[src/rtl/hwpe_stream_line_sequencer_pkg.sv]
// Shared types for the line sequencer: FSM state encoding and the job configuration
// captured at start.
package hwpe_stream_package;

    localparam int unsigned LS_CNT_WIDTH = 16;

    typedef enum logic [1:0] {
        LS_IDLE = 2'd0,
        LS_RUN  = 2'd1,
        LS_DONE = 2'd2
    } line_seq_state_t;

    typedef struct packed {
        logic [LS_CNT_WIDTH-1:0] line_length;
        logic [LS_CNT_WIDTH-1:0] nb_lines;
        logic [7:0]              remainder;
    } ctrl_line_seq_t;

endpackage

[src/rtl/hwpe_stream_line_sequencer_if.sv]
// HWPE-Stream handshake bundle: the master drives valid/data/strb, the slave drives ready.
interface hwpe_stream_line_sequencer_if #(
    parameter int unsigned DATA_WIDTH = 32
) ();

    localparam int unsigned NB_BYTES = DATA_WIDTH / 8;

    logic                  valid;
    logic                  ready;
    logic [DATA_WIDTH-1:0] data;
    logic [NB_BYTES-1:0]   strb;

    modport master (output valid, output data, output strb, input  ready);
    modport slave  (input  valid, input  data, input  strb, output ready);

endinterface

[src/rtl/hwpe_stream_line_sequencer_strb_decoder.sv]
// Turns a byte count into a low-aligned byte-enable mask; counts at or above the
// word size saturate to all ones.
module hwpe_stream_strb_decoder #(
    parameter int unsigned NB_BYTES = 4
) (
    input  logic [7:0]          remainder_i,
    output logic [NB_BYTES-1:0] mask_o
);

    // Byte i is enabled when it lies below the remainder count
    always_comb begin
        mask_o = {NB_BYTES{1'b0}};
        for (int i = 0; i < NB_BYTES; i++) begin
            if (i < int'(remainder_i)) begin
                mask_o[i] = 1'b1;
            end else begin
                mask_o[i] = 1'b0;
            end
        end
    end

endmodule

[src/rtl/hwpe_stream_line_sequencer.sv]
// Job-level framer: passes a stream through while counting words and lines, trims the
// strobe of each line's last word and pulses done when the job completes.
module hwpe_stream_line_sequencer
    import hwpe_stream_package::*;
#(
    parameter int unsigned DATA_WIDTH = 32,
    parameter int unsigned CNT_WIDTH  = LS_CNT_WIDTH
) (
    input  logic                 clk_i,
    input  logic                 rst_ni,
    input  logic                 test_mode_i,
    input  logic                 clear_i,
    input  logic                 start_i,
    input  logic [CNT_WIDTH-1:0] line_length_i,
    input  logic [CNT_WIDTH-1:0] nb_lines_i,
    input  logic [7:0]           remainder_i,
    hwpe_stream_line_sequencer_if.slave  push_i,
    hwpe_stream_line_sequencer_if.master pop_o,
    output logic                 busy_o,
    output logic                 done_o,
    output logic                 line_end_o
);

    localparam int unsigned          NB_BYTES = DATA_WIDTH / 8;
    localparam logic [CNT_WIDTH-1:0] CNT_ZERO = {CNT_WIDTH{1'b0}};
    localparam logic [CNT_WIDTH-1:0] CNT_ONE  = {{(CNT_WIDTH-1){1'b0}}, 1'b1};
    localparam ctrl_line_seq_t       CFG_RST  = ctrl_line_seq_t'({$bits(ctrl_line_seq_t){1'b0}});

    line_seq_state_t      state_q, state_d;
    ctrl_line_seq_t       cfg_q, cfg_d;
    logic [CNT_WIDTH-1:0] word_cnt_q, word_cnt_d;
    logic [CNT_WIDTH-1:0] line_cnt_q, line_cnt_d;
    logic [CNT_WIDTH-1:0] line_len_s, nb_lines_s;
    logic                 run_s, hs_s, last_word_s, last_line_s;
    logic [NB_BYTES-1:0]  mask_s;
    logic                 unused_test_mode_s;

    assign unused_test_mode_s = test_mode_i;

    assign line_len_s  = CNT_WIDTH'(cfg_q.line_length);
    assign nb_lines_s  = CNT_WIDTH'(cfg_q.nb_lines);
    // The zero guards keep the "minus one" from wrapping on an empty configuration
    assign last_word_s = (line_len_s != CNT_ZERO) && (word_cnt_q == line_len_s - CNT_ONE);
    assign last_line_s = (nb_lines_s != CNT_ZERO) && (line_cnt_q == nb_lines_s - CNT_ONE);

    // A clear closes the stream in the same cycle so no beat slips past the abandoned job
    assign run_s = (state_q == LS_RUN) && !clear_i;
    assign hs_s  = run_s && push_i.valid && pop_o.ready;

    assign busy_o     = (state_q != LS_IDLE);
    assign done_o     = (state_q == LS_DONE);
    assign line_end_o = (state_q == LS_RUN) && last_word_s;

    hwpe_stream_strb_decoder #(
        .NB_BYTES (NB_BYTES)
    ) i_strb_decoder (
        .remainder_i (cfg_q.remainder),
        .mask_o      (mask_s)
    );

    // Stream passthrough with handshake gating and last-word strobe trimming
    always_comb begin
        pop_o.valid  = 1'b0;
        push_i.ready = 1'b0;
        pop_o.data   = push_i.data;
        pop_o.strb   = push_i.strb;
        if (run_s) begin
            pop_o.valid  = push_i.valid;
            push_i.ready = pop_o.ready;
        end else begin
            pop_o.valid  = 1'b0;
            push_i.ready = 1'b0;
        end
        if (line_end_o && (cfg_q.remainder != 8'd0)) begin
            pop_o.strb = push_i.strb & mask_s;
        end else begin
            pop_o.strb = push_i.strb;
        end
    end

    // Next-state logic for the FSM, the counters and the configuration register
    always_comb begin
        state_d    = state_q;
        cfg_d      = cfg_q;
        word_cnt_d = word_cnt_q;
        line_cnt_d = line_cnt_q;
        if (clear_i) begin
            state_d    = LS_IDLE;
            cfg_d      = CFG_RST;
            word_cnt_d = CNT_ZERO;
            line_cnt_d = CNT_ZERO;
        end else begin
            case (state_q)
                LS_IDLE: begin
                    if (start_i) begin
                        cfg_d.line_length = LS_CNT_WIDTH'(line_length_i);
                        cfg_d.nb_lines    = LS_CNT_WIDTH'(nb_lines_i);
                        cfg_d.remainder   = remainder_i;
                        if ((line_length_i == CNT_ZERO) || (nb_lines_i == CNT_ZERO)) begin
                            state_d = LS_DONE;
                        end else begin
                            state_d = LS_RUN;
                        end
                    end else begin
                        state_d = LS_IDLE;
                    end
                end
                LS_RUN: begin
                    if (hs_s) begin
                        if (last_word_s) begin
                            word_cnt_d = CNT_ZERO;
                            if (last_line_s) begin
                                line_cnt_d = CNT_ZERO;
                                state_d    = LS_DONE;
                            end else begin
                                line_cnt_d = line_cnt_q + CNT_ONE;
                            end
                        end else begin
                            word_cnt_d = word_cnt_q + CNT_ONE;
                        end
                    end else begin
                        state_d = LS_RUN;
                    end
                end
                LS_DONE: begin
                    state_d = LS_IDLE;
                end
                default: begin
                    state_d    = LS_IDLE;
                    word_cnt_d = CNT_ZERO;
                    line_cnt_d = CNT_ZERO;
                end
            endcase
        end
    end

    // State, counter and configuration registers
    always_ff @(posedge clk_i or negedge rst_ni) begin
        if (!rst_ni) begin
            state_q    <= LS_IDLE;
            cfg_q      <= CFG_RST;
            word_cnt_q <= CNT_ZERO;
            line_cnt_q <= CNT_ZERO;
        end else begin
            state_q    <= state_d;
            cfg_q      <= cfg_d;
            word_cnt_q <= word_cnt_d;
            line_cnt_q <= line_cnt_d;
        end
    end

endmodule
[src/flat_wrapper.sv]
// flat-port wrapper written by rule: the top's interface ports become plain ports
module hwpe_stream_line_sequencer_flat import hwpe_stream_package::*;
#(
    parameter int unsigned DATA_WIDTH = 32,
    parameter int unsigned CNT_WIDTH  = LS_CNT_WIDTH
)
  (clk_i, rst_ni, test_mode_i, clear_i, start_i, line_length_i, nb_lines_i, remainder_i, busy_o, done_o, line_end_o, push_i_valid, push_i_data, push_i_strb, push_i_ready, pop_o_valid, pop_o_data, pop_o_strb, pop_o_ready);
  hwpe_stream_line_sequencer_if #(.DATA_WIDTH(DATA_WIDTH)) push_i_i ();
  hwpe_stream_line_sequencer_if #(.DATA_WIDTH(DATA_WIDTH)) pop_o_i ();
  input  logic clk_i;
  input  logic rst_ni;
  input  logic test_mode_i;
  input  logic clear_i;
  input  logic start_i;
  input  logic [CNT_WIDTH-1:0] line_length_i;
  input  logic [CNT_WIDTH-1:0] nb_lines_i;
  input  logic [7:0] remainder_i;
  output logic busy_o;
  output logic done_o;
  output logic line_end_o;
  input wire logic [$bits(push_i_i.valid)-1:0] push_i_valid;
  input wire logic [$bits(push_i_i.data)-1:0] push_i_data;
  input wire logic [$bits(push_i_i.strb)-1:0] push_i_strb;
  output wire logic [$bits(push_i_i.ready)-1:0] push_i_ready;
  output wire logic [$bits(pop_o_i.valid)-1:0] pop_o_valid;
  output wire logic [$bits(pop_o_i.data)-1:0] pop_o_data;
  output wire logic [$bits(pop_o_i.strb)-1:0] pop_o_strb;
  input wire logic [$bits(pop_o_i.ready)-1:0] pop_o_ready;
  assign push_i_i.valid = push_i_valid;
  assign push_i_i.data = push_i_data;
  assign push_i_i.strb = push_i_strb;
  assign push_i_ready = push_i_i.ready;
  assign pop_o_valid = pop_o_i.valid;
  assign pop_o_data = pop_o_i.data;
  assign pop_o_strb = pop_o_i.strb;
  assign pop_o_i.ready = pop_o_ready;
  hwpe_stream_line_sequencer #(.DATA_WIDTH(DATA_WIDTH), .CNT_WIDTH(CNT_WIDTH)) u_core (.clk_i(clk_i), .rst_ni(rst_ni), .test_mode_i(test_mode_i), .clear_i(clear_i), .start_i(start_i), .line_length_i(line_length_i), .nb_lines_i(nb_lines_i), .remainder_i(remainder_i), .push_i(push_i_i), .pop_o(pop_o_i), .busy_o(busy_o), .done_o(done_o), .line_end_o(line_end_o));
endmodule
[config.mk]
export PLATFORM = sky130hd
export DESIGN_NAME = hwpe_stream_line_sequencer_flat
export DESIGN_NICKNAME = d
export VERILOG_FILES = /design/src/rtl/hwpe_stream_line_sequencer_pkg.sv /design/src/rtl/hwpe_stream_line_sequencer_if.sv /design/src/rtl/hwpe_stream_line_sequencer_strb_decoder.sv /design/src/rtl/hwpe_stream_line_sequencer.sv /design/src/flat_wrapper.sv
export SDC_FILE = /design/constraint.sdc
export NUM_CORES = 1
export LEC_CHECK = 0
export CORE_MARGIN = 2
export CORE_UTILIZATION = 29
export CTS_CLUSTER_SIZE = 28
export DETAILED_ROUTE_END_ITERATION = 8
export HOLD_SLACK_MARGIN = 0.12
export PLACE_DENSITY_LB_ADDON = 0.25
export SETUP_SLACK_MARGIN = 0.4
export SLEW_MARGIN = 5
export SYNTH_ARGS = -nofsm -noshare
export SYNTH_HDL_FRONTEND = slang
export SYNTH_SLANG_ARGS = --single-unit
[constraint.sdc]
create_clock -name clk_i -period 3.8 [get_ports clk_i]
set_clock_uncertainty 0.05 [all_clocks]
set_input_delay 0.76 -clock clk_i [delete_from_list [all_inputs] [get_ports clk_i]]
set_output_delay 0.76 -clock clk_i [all_outputs]
set_load 0.005 [all_outputs]
==> run_results.csv, run 1 <==
group,metric,value,unit
clock_network,cts_tree,"done",
clock_network,cts-htree-levels,3,
clock_network,clockRootBuffer,"sky130_fd_sc_hd__clkbuf_16",
setup_path,critical_path.max_stage_delay,470,ps
detailed_routing,final_antenna_net_count,0,
synthesis,number_of_standard_cells_after_synthesis,586,
timing,fin_crit,3850,ps
detailed_routing,wirelength,12800,µm
layout,fill_cells,1756,
setup_path,setup.reg_to_reg.worst_slack,560,ps
floorplanning,starting_density,29.8,%
placed_design,placed_cells,825,
floorplanning,floorplan_die_area,18100,µm²
synthesis,synth.avg_cell_area,8.42,µm²
synthesis,synth_largest_area_cell,"sky130_fd_sc_hd__dfrtp_1",
floorplanning,floorplan.die.width,134,µm
setup_path,critical_path_capture_point_type,"output port",
floorplanning,ios,124,
setup_path,worst_ep_arrival_time,3040,ps
synthesis,number_of_synthesized_flops_with_an_enable_pin,0,
detailed_routing,vias,4205,
detailed_routing,route.detailed.vias_per_inst,4.95,
detailed_routing,wire_per_inst,15.1,µm
placed_design,port_buffers,56,
clock_network,clkSinkCount,74,
clock_network,max-clock-path-buffers,2,
floorplanning,height_of_the_die,134,µm
clock_network,clock_latency,340,ps
min_path,hold_path.class,"input port to async pin",
synthesis,synthArstFlopShare,100,%
setup_path,buf_inv_stages_crit_path,4,
timing,timing_hold_violations_final,0,
layout,diodes,0,
timing,number_of_pins_exceeding_their_max_slew_limit_in_the_final_report,0,
synthesis,syn-num-nets,673,
synthesis,synth_warnings,0,
timing,maxSlewHeadroom,34.9,%
pwr,power_density,388,nW/µm²
pwr,peakVddDrop,0.227,mV
run_status,failed_checks,"negative setup slack",
detailed_routing,dr_iter_0_viols,225,
layout,layout.nets,712,
floorplanning,design.core.area,16600,µm²
timing,worstMarginPinSlew,977,ps
setup_path,critPathCapture,"pop_o_strb[1]",
synthesis,synth_top_cell_area_share,37.5,%
setup_path,worstSetupPathType,"flop to output port",
synthesis,synth.cell_area,4940,µm²
setup_path,crit_family,"simple AND/OR/NAND/NOR gates",
layout,final_core_utilization,37.0,%
timing,worst_slack,-54.8,ps
setup_path,r2r-start,"u_core.line_len_s[1]",
placed_design,dp_hpwl,9570,µm
synthesis,post-synth-top-count-cell,"sky130_fd_sc_hd__nand2_1",
run_status,outcome,"finished, violations left",
detailed_routing,post-route-drc-count,0,
timing,rsz0062_at_grt,"true",
grt,grt_remaining_overflow,0,
setup_path,timing.critical_path.from_type,"flop",
layout,syn2layout_area_growth,24.5,%
setup_path,setup.worst_path.start,"u_core.line_len_s[1]",
timing,final.period_utilization,101,%
setup_path,cp_slowest_cell,"sky130_fd_sc_hd__or4b_4",
pwr,post_route_total_power,2.39,mW
setup_path,critPathRequiredTime,2990,ps
timing,fmax,259,MHz
grt,first_global_vias,4187,
synthesis,synth.top_cells.by_area,"sky130_fd_sc_hd__dfrtp_1 (38%), sky130_fd_sc_hd__nand2_1 (9.0%), sky130_fd_sc_hd__xor2_1 (5.3%)",
setup_path,r2r_end,"u_core.line_cnt_q[14]",
setup_path,rr_worst_depth,15,
floorplanning,num_rows,47,
grt,antenna_violations_before_repair,0,
detailed_routing,firstDrtPassIters,4,
timing,setup_viol,4,
pwr,leakage_component_of_the_power,2.51,nW
placed_design,place_worst_setup_slack,-191,ps
setup_path,path_cells,"inv_2 > ha_4 > or4b_4 > buf_6 > nor3_2 > a21oi_1 > o21ai_1 > nand4_1 > nor4_4 > buf_4 > nand4b_1 > o21a_1 > buf_2",
synthesis,post_synth_num_cell_types,57,
synthesis,ys_seq_area_share,37.5,%
grt,grt_max_degree,75,
synthesis,ys_dominant_reg_cell,"sky130_fd_sc_hd__dfrtp_1",
synthesis,ys_top_cells_by_count,"sky130_fd_sc_hd__nand2_1 (118), sky130_fd_sc_hd__dfrtp_1 (74), sky130_fd_sc_hd__a21oi_1 (46), sky130_fd_sc_hd__nor2_1 (35), sky130_fd_sc_hd__buf_4 (33)",
layout,post_route_cells_drive_above_1_share,15.9,%
clock_network,numCtsBuffers,9,
placed_design,gp_congestion,0.827,
grt,grt_resource_usage_total,14.9,%
setup_path,timing.critical_path.depth,13,
setup_path,crit_fanout,3,
synthesis,synth.ff_latch_count,74,
grt,wire_length_of_the_first_global_routing_pass,21500,µm
job,max_cap_violations,0,
clock_network,clkTransAtPathRegs,60,ps
layout,post_layout_nonfiller_instances,850,
cell families (layout without fill, tap and decap cells):
| group | after synthesis | count (layout) | synth area share, % |
|---|---|---|---|
| buffers and inverters | 73 | 116 | 8.47 |
| adders and majority gates | 4 | 4 | 1.01 |
| DFF | 74 | 74 | 37.5 |
| xor gates and xnor gates | 59 | 59 | 10.5 |
| muxes | 3 | 3 | 0.634 |
| AOI/OAI and AO/OA | 110 | 110 | 15.6 |
| and+or+nand+nor | 263 | 264 | 26.3 |
placed cells by master, fill, tap and decap left out, drive strengths merged, types with 9 or more instances in the layout:
| cell | instances |
|---|---|
| nand4 | 10 |
| nor4 | 17 |
| dfrtp | 74 |
| inv | 9 |
| nor3 | 17 |
| a2bb2oi | 10 |
| o31ai | 12 |
| nor2 | 35 |
| xor2 | 30 |
| xnor2 | 29 |
| nand2 | 118 |
| clkdlybuf4s50 | 51 |
| buf | 40 |
| nand3 | 11 |
| a21oi | 46 |
| o21ai | 16 |
| clkbuf | 12 |
per-layer routing:
layer | routed length (µm) | up-vias | global-route usage (%)
met5 | 0 | - | 0
met3 | 547 | 22 | 3.38
met4 | 216 | 0 | 5.38
met1 | 6290 | 2028 | 21.0
li1 | - | 2078 | -
met2 | 5740 | 77 | 22.5
worst min-delay path by stage:
stage / start / cells after the start / to
floorplan: rst_ni / 0 / u_core.cfg_q[0]
global placement: u_core.cfg_q[3] / 2 / u_core.cfg_q[3]
detailed placement: u_core.cfg_q[7] / 2 / u_core.cfg_q[7]
CTS: u_core.cfg_q[7] / 2 / u_core.cfg_q[7]
global route: u_core.cfg_q[4] / 2 / u_core.cfg_q[4]
finish: rst_ni / 1 / u_core.word_cnt_q[14]
cell type report:
class                      instances  area (µm²)  share of cell area (%)
clock buffer                      12         256                    4.18
clock inverter                     4        97.6                    1.59
inverter                           9        33.8                   0.550
multi-input combinational        440        2790                    45.4
sequential                        74        1850                    30.1
tap                              220         275                    4.48
timing repair buffer              91         840                    13.7
state kept, by name, summed over array words and instances (netlist names):
| register | flops |
|---|---|
| u_core.line_cnt_q | 16 |
| u_core.nb_lines_s | 16 |
| u_core.cfg_q | 8 |
| u_core.state_q | 2 |
| u_core.word_cnt_q | 16 |
| u_core.line_len_s | 16 |
what timing repair did:
action,CTS,global route
endpoints found under the setup margin,4,21
hold buffers,0,0
endpoints found under the hold margin,0,0
gates cloned,0,1
gates resized for setup,27,22
setup buffers,2,6
pin swaps,6,12
through the flow:
step / TNS (ps) / hold slack, ps / instance area (µm²)
final: -138 / 462 / 6140
after global routing: -887 / 490 / 6140
after floorplan: 0 / 414 / 4940
after global placement: -625 / 457 / 5590
after CTS: -293 / 474 / 6000
after detailed placement: -659 / 467 / 5590
report_power, final:
part / internal (mW) / switching [mW]
Sequential: 0.821 / 0.0458
Combinational: 0.250 / 0.258
Clock: 0.677 / 0.335
(Power assumes the default switching activity.)
==> run 2: changes to the inputs <==
--- a/config.mk
+++ b/config.mk
@@ -7,6 +7,7 @@
 export LEC_CHECK = 0
 export CORE_MARGIN = 2
 export CORE_UTILIZATION = 29
+export CTS_CLUSTER_DIAMETER = 50
 export CTS_CLUSTER_SIZE = 28
 export DETAILED_ROUTE_END_ITERATION = 8
 export HOLD_SLACK_MARGIN = 0.12
==> constraint.sdc (replaced) <==
create_clock -name clk_i -period 4 [get_ports clk_i]
set_clock_uncertainty 0.05 [all_clocks]
set_input_delay 0.8 -clock clk_i [delete_from_list [all_inputs] [get_ports clk_i]]
set_output_delay 0.8 -clock clk_i [all_outputs]
set_load 0.005 [all_outputs]
==> run 2 against run 1 <==
The flow now finishes without violations. Design area is 2.0% lower. Hold slack better by 2.7 ps. Global-route usage is 0.11 points lower. Cell count is 0.94% lower. Critical path depth is 2 lower. Via count is 1.9% lower. Setup slack better by 85 ps.
==> run_results.csv, run 2 (synthesis gave the netlist of run 1 again) <==
group,metric,value,unit
layout,diodes,0,
grt,antenna_violations_before_repair,0,
min_path,timing.hold.worst_endpoint,"u_core.cfg_q[4]",
detailed_routing,vias,4126,
floorplanning,num_rows,47,
setup_path,crit_fanout,3,
floorplanning,starting_density,29.8,%
clock_network,clockRootBuffer,"sky130_fd_sc_hd__clkbuf_16",
grt,wire_length_of_the_first_global_routing_pass,21100,µm
timing,timing_hold_violations_final,0,
placed_design,gp_congestion,0.845,
clock_network,clock_latency,340,ps
placed_design,dp_hpwl,9420,µm
detailed_routing,route.detailed.vias_per_inst,4.90,
detailed_routing,firstDrtPassIters,4,
min_path,hold_path_startpoint,"u_core.cfg_q[4]",
min_path,whs_path_depth,2,
layout,commonest_non_fill_non_tap_cells_in_the_layout,"sky130_fd_sc_hd__nand2_1 (118), sky130_fd_sc_hd__dfrtp_1 (73), sky130_fd_sc_hd__clkdlybuf4s50_1 (51), sky130_fd_sc_hd__a21oi_1 (46), sky130_fd_sc_hd__nor2_1 (34)",
setup_path,critical_path_capture_point_type,"output port",
pwr,post_route_total_power,2.21,mW
clock_network,clkTransAtPathRegs,60,ps
floorplanning,ios,124,
job,max_cap_violations,0,
timing,worstMarginPinSlew,930,ps
clock_network,max-clock-path-buffers,2,
detailed_routing,dr_iter_0_viols,176,
pwr,leakage_component_of_the_power,2.46,nW
layout,syn2layout_area_growth,22.0,%
layout,final_common_cell,"sky130_fd_sc_hd__nand2_1",
floorplanning,floorplan.die.width,134,µm
setup_path,worst_ep_arrival_time,3120,ps
detailed_routing,post-route-drc-count,0,
clock_network,numCtsBuffers,9,
layout,post_route_cells_drive_above_1_share,14.0,%
pwr,power_density,367,nW/µm²
timing,number_of_pins_exceeding_their_max_slew_limit_in_the_final_report,0,
timing,maxSlewHeadroom,38.0,%
timing,setup_viol,0,
timing,final.period_utilization,99.2,%
setup_path,worstSetupPathType,"flop to output port",
clock_network,cts-htree-levels,3,
grt,first_global_vias,4112,
placed_design,port_buffers,56,
timing,rsz0062_at_grt,"true",
clock_network,cts_tree,"done",
setup_path,r2r-start,"u_core.nb_lines_s[0]",
min_path,hold_path.class,"flop to flop",
pwr,peakVddDrop,0.192,mV
setup_path,rr_worst_depth,11,
layout,final_core_utilization,36.3,%
setup_path,r2r_end,"u_core.line_cnt_q[15]",
grt,grt_resource_usage_total,14.8,%
grt,grt_remaining_overflow,0,
floorplanning,floorplan_die_area,18100,µm²
floorplanning,height_of_the_die,134,µm
setup_path,critPathRequiredTime,3150,ps
layout,fill_cells,1745,
layout,layout.nets,704,
timing,fin_crit,3970,ps
clock_network,clkSinkCount,74,
run_status,outcome,"completed",
detailed_routing,wirelength,12500,µm
floorplanning,design.core.area,16600,µm²
detailed_routing,final_antenna_net_count,0,
timing,fmax,252,MHz
clock_network,cts-hold-fix-buffers,0,
setup_path,setup.reg_to_reg.worst_slack,650,ps
setup_path,timing.critical_path.from_type,"flop",
grt,grt_max_degree,75,
detailed_routing,wire_per_inst,14.8,µm
==> run 2: changes by cell type in the layout (fill, tap and decap cells not counted), sizes merged <==
cell,previous run,this run
clkbuf,12,11
clkinv,0,1
buf,40,33
or2,8,7
==> run 2: layer usage <==
| layer | routed length (µm) | vias to the layer above | part of all wire, % | GRT usage (%) |
|---|---|---|---|---|
| met4 | 236 | 0 | 1.9 | 6.26 |
| met1 | 6090 | 1973 | 49 | 20.3 |
| met2 | 5700 | 72 | 46 | 22.9 |
| met5 | 0 | - | 0 | 0 |
| li1 | - | 2057 | - | - |
| met3 | 458 | 24 | 3.7 | 2.85 |
==> run 2: critical path: stages (launching register included) <==
cell and delay [ps]:
sky130_fd_sc_hd__dfrtp_1 380, sky130_fd_sc_hd__inv_1 60, sky130_fd_sc_hd__ha_2 170, sky130_fd_sc_hd__or4b_4 480, sky130_fd_sc_hd__or3_4 430, sky130_fd_sc_hd__mux2_4 220, sky130_fd_sc_hd__mux2i_4 70, sky130_fd_sc_hd__nor4_4 340
sky130_fd_sc_hd__buf_4 180, sky130_fd_sc_hd__nand4b_1 130, sky130_fd_sc_hd__o21a_1 200, sky130_fd_sc_hd__buf_2 120
==> run 2: area by class of cell <==
| type | count | area [µm²] | share of cell area (%) |
|---|---|---|---|
| Multi-Input combinational cell | 439 | 2760 | 45.9 |
| Sequential cell | 74 | 1850 | 30.8 |
| Inverter | 9 | 33.8 | 0.561 |
| Tap cell | 220 | 275 | 4.57 |
| Clock buffer | 11 | 233 | 3.86 |
| Timing Repair Buffer | 84 | 763 | 12.7 |
| Clock inverter | 5 | 103 | 1.70 |
==> run 2: timing repair <==
item / in CTS / in global routing
pin swaps: 6 / 10
resized for setup: 24 / 17
endpoints found under the setup margin: 4 / 4
buffers inserted: 3 / 3
endpoints found under the hold margin: 0 / 0
==> run 2: worst max-delay path by stage <==
stage,startpoint,end,slack [ps],cells after the start
final,u_core.line_len_s[0],pop_o_strb[1],30,11
after global routing,u_core.line_len_s[10],pop_o_strb[1],-150,10
after CTS,u_core.line_len_s[0],pop_o_strb[1],10,11
after detailed placement,u_core.line_len_s[0],pop_o_strb[1],-110,11
after global placement,u_core.line_len_s[1],pop_o_strb[1],-110,11
after floorplan,u_core.line_len_s[0],pop_o_strb[1],670,9
==> run 2: power by group <==
part           internal, mW  leakage, nW  switching (mW)  total, mW
clock                 0.609        0.160           0.316      0.924
sequential            0.780         1.01          0.0451      0.825
combinational         0.226         1.29           0.237      0.463
==> run 2: stage by stage <==
stage	worst slack, ps	instance area (µm²)	setup TNS [ps]	instances	hold WS (ps)
after floorplan	674	4940	0	586	444
after global placement	-113	5550	-352	820	457
after detailed placement	-114	5550	-339	820	462
after CTS	10.2	5920	0	839	471
after global routing	-151	6020	-427	842	498
final	30.3	6020	0	842	465
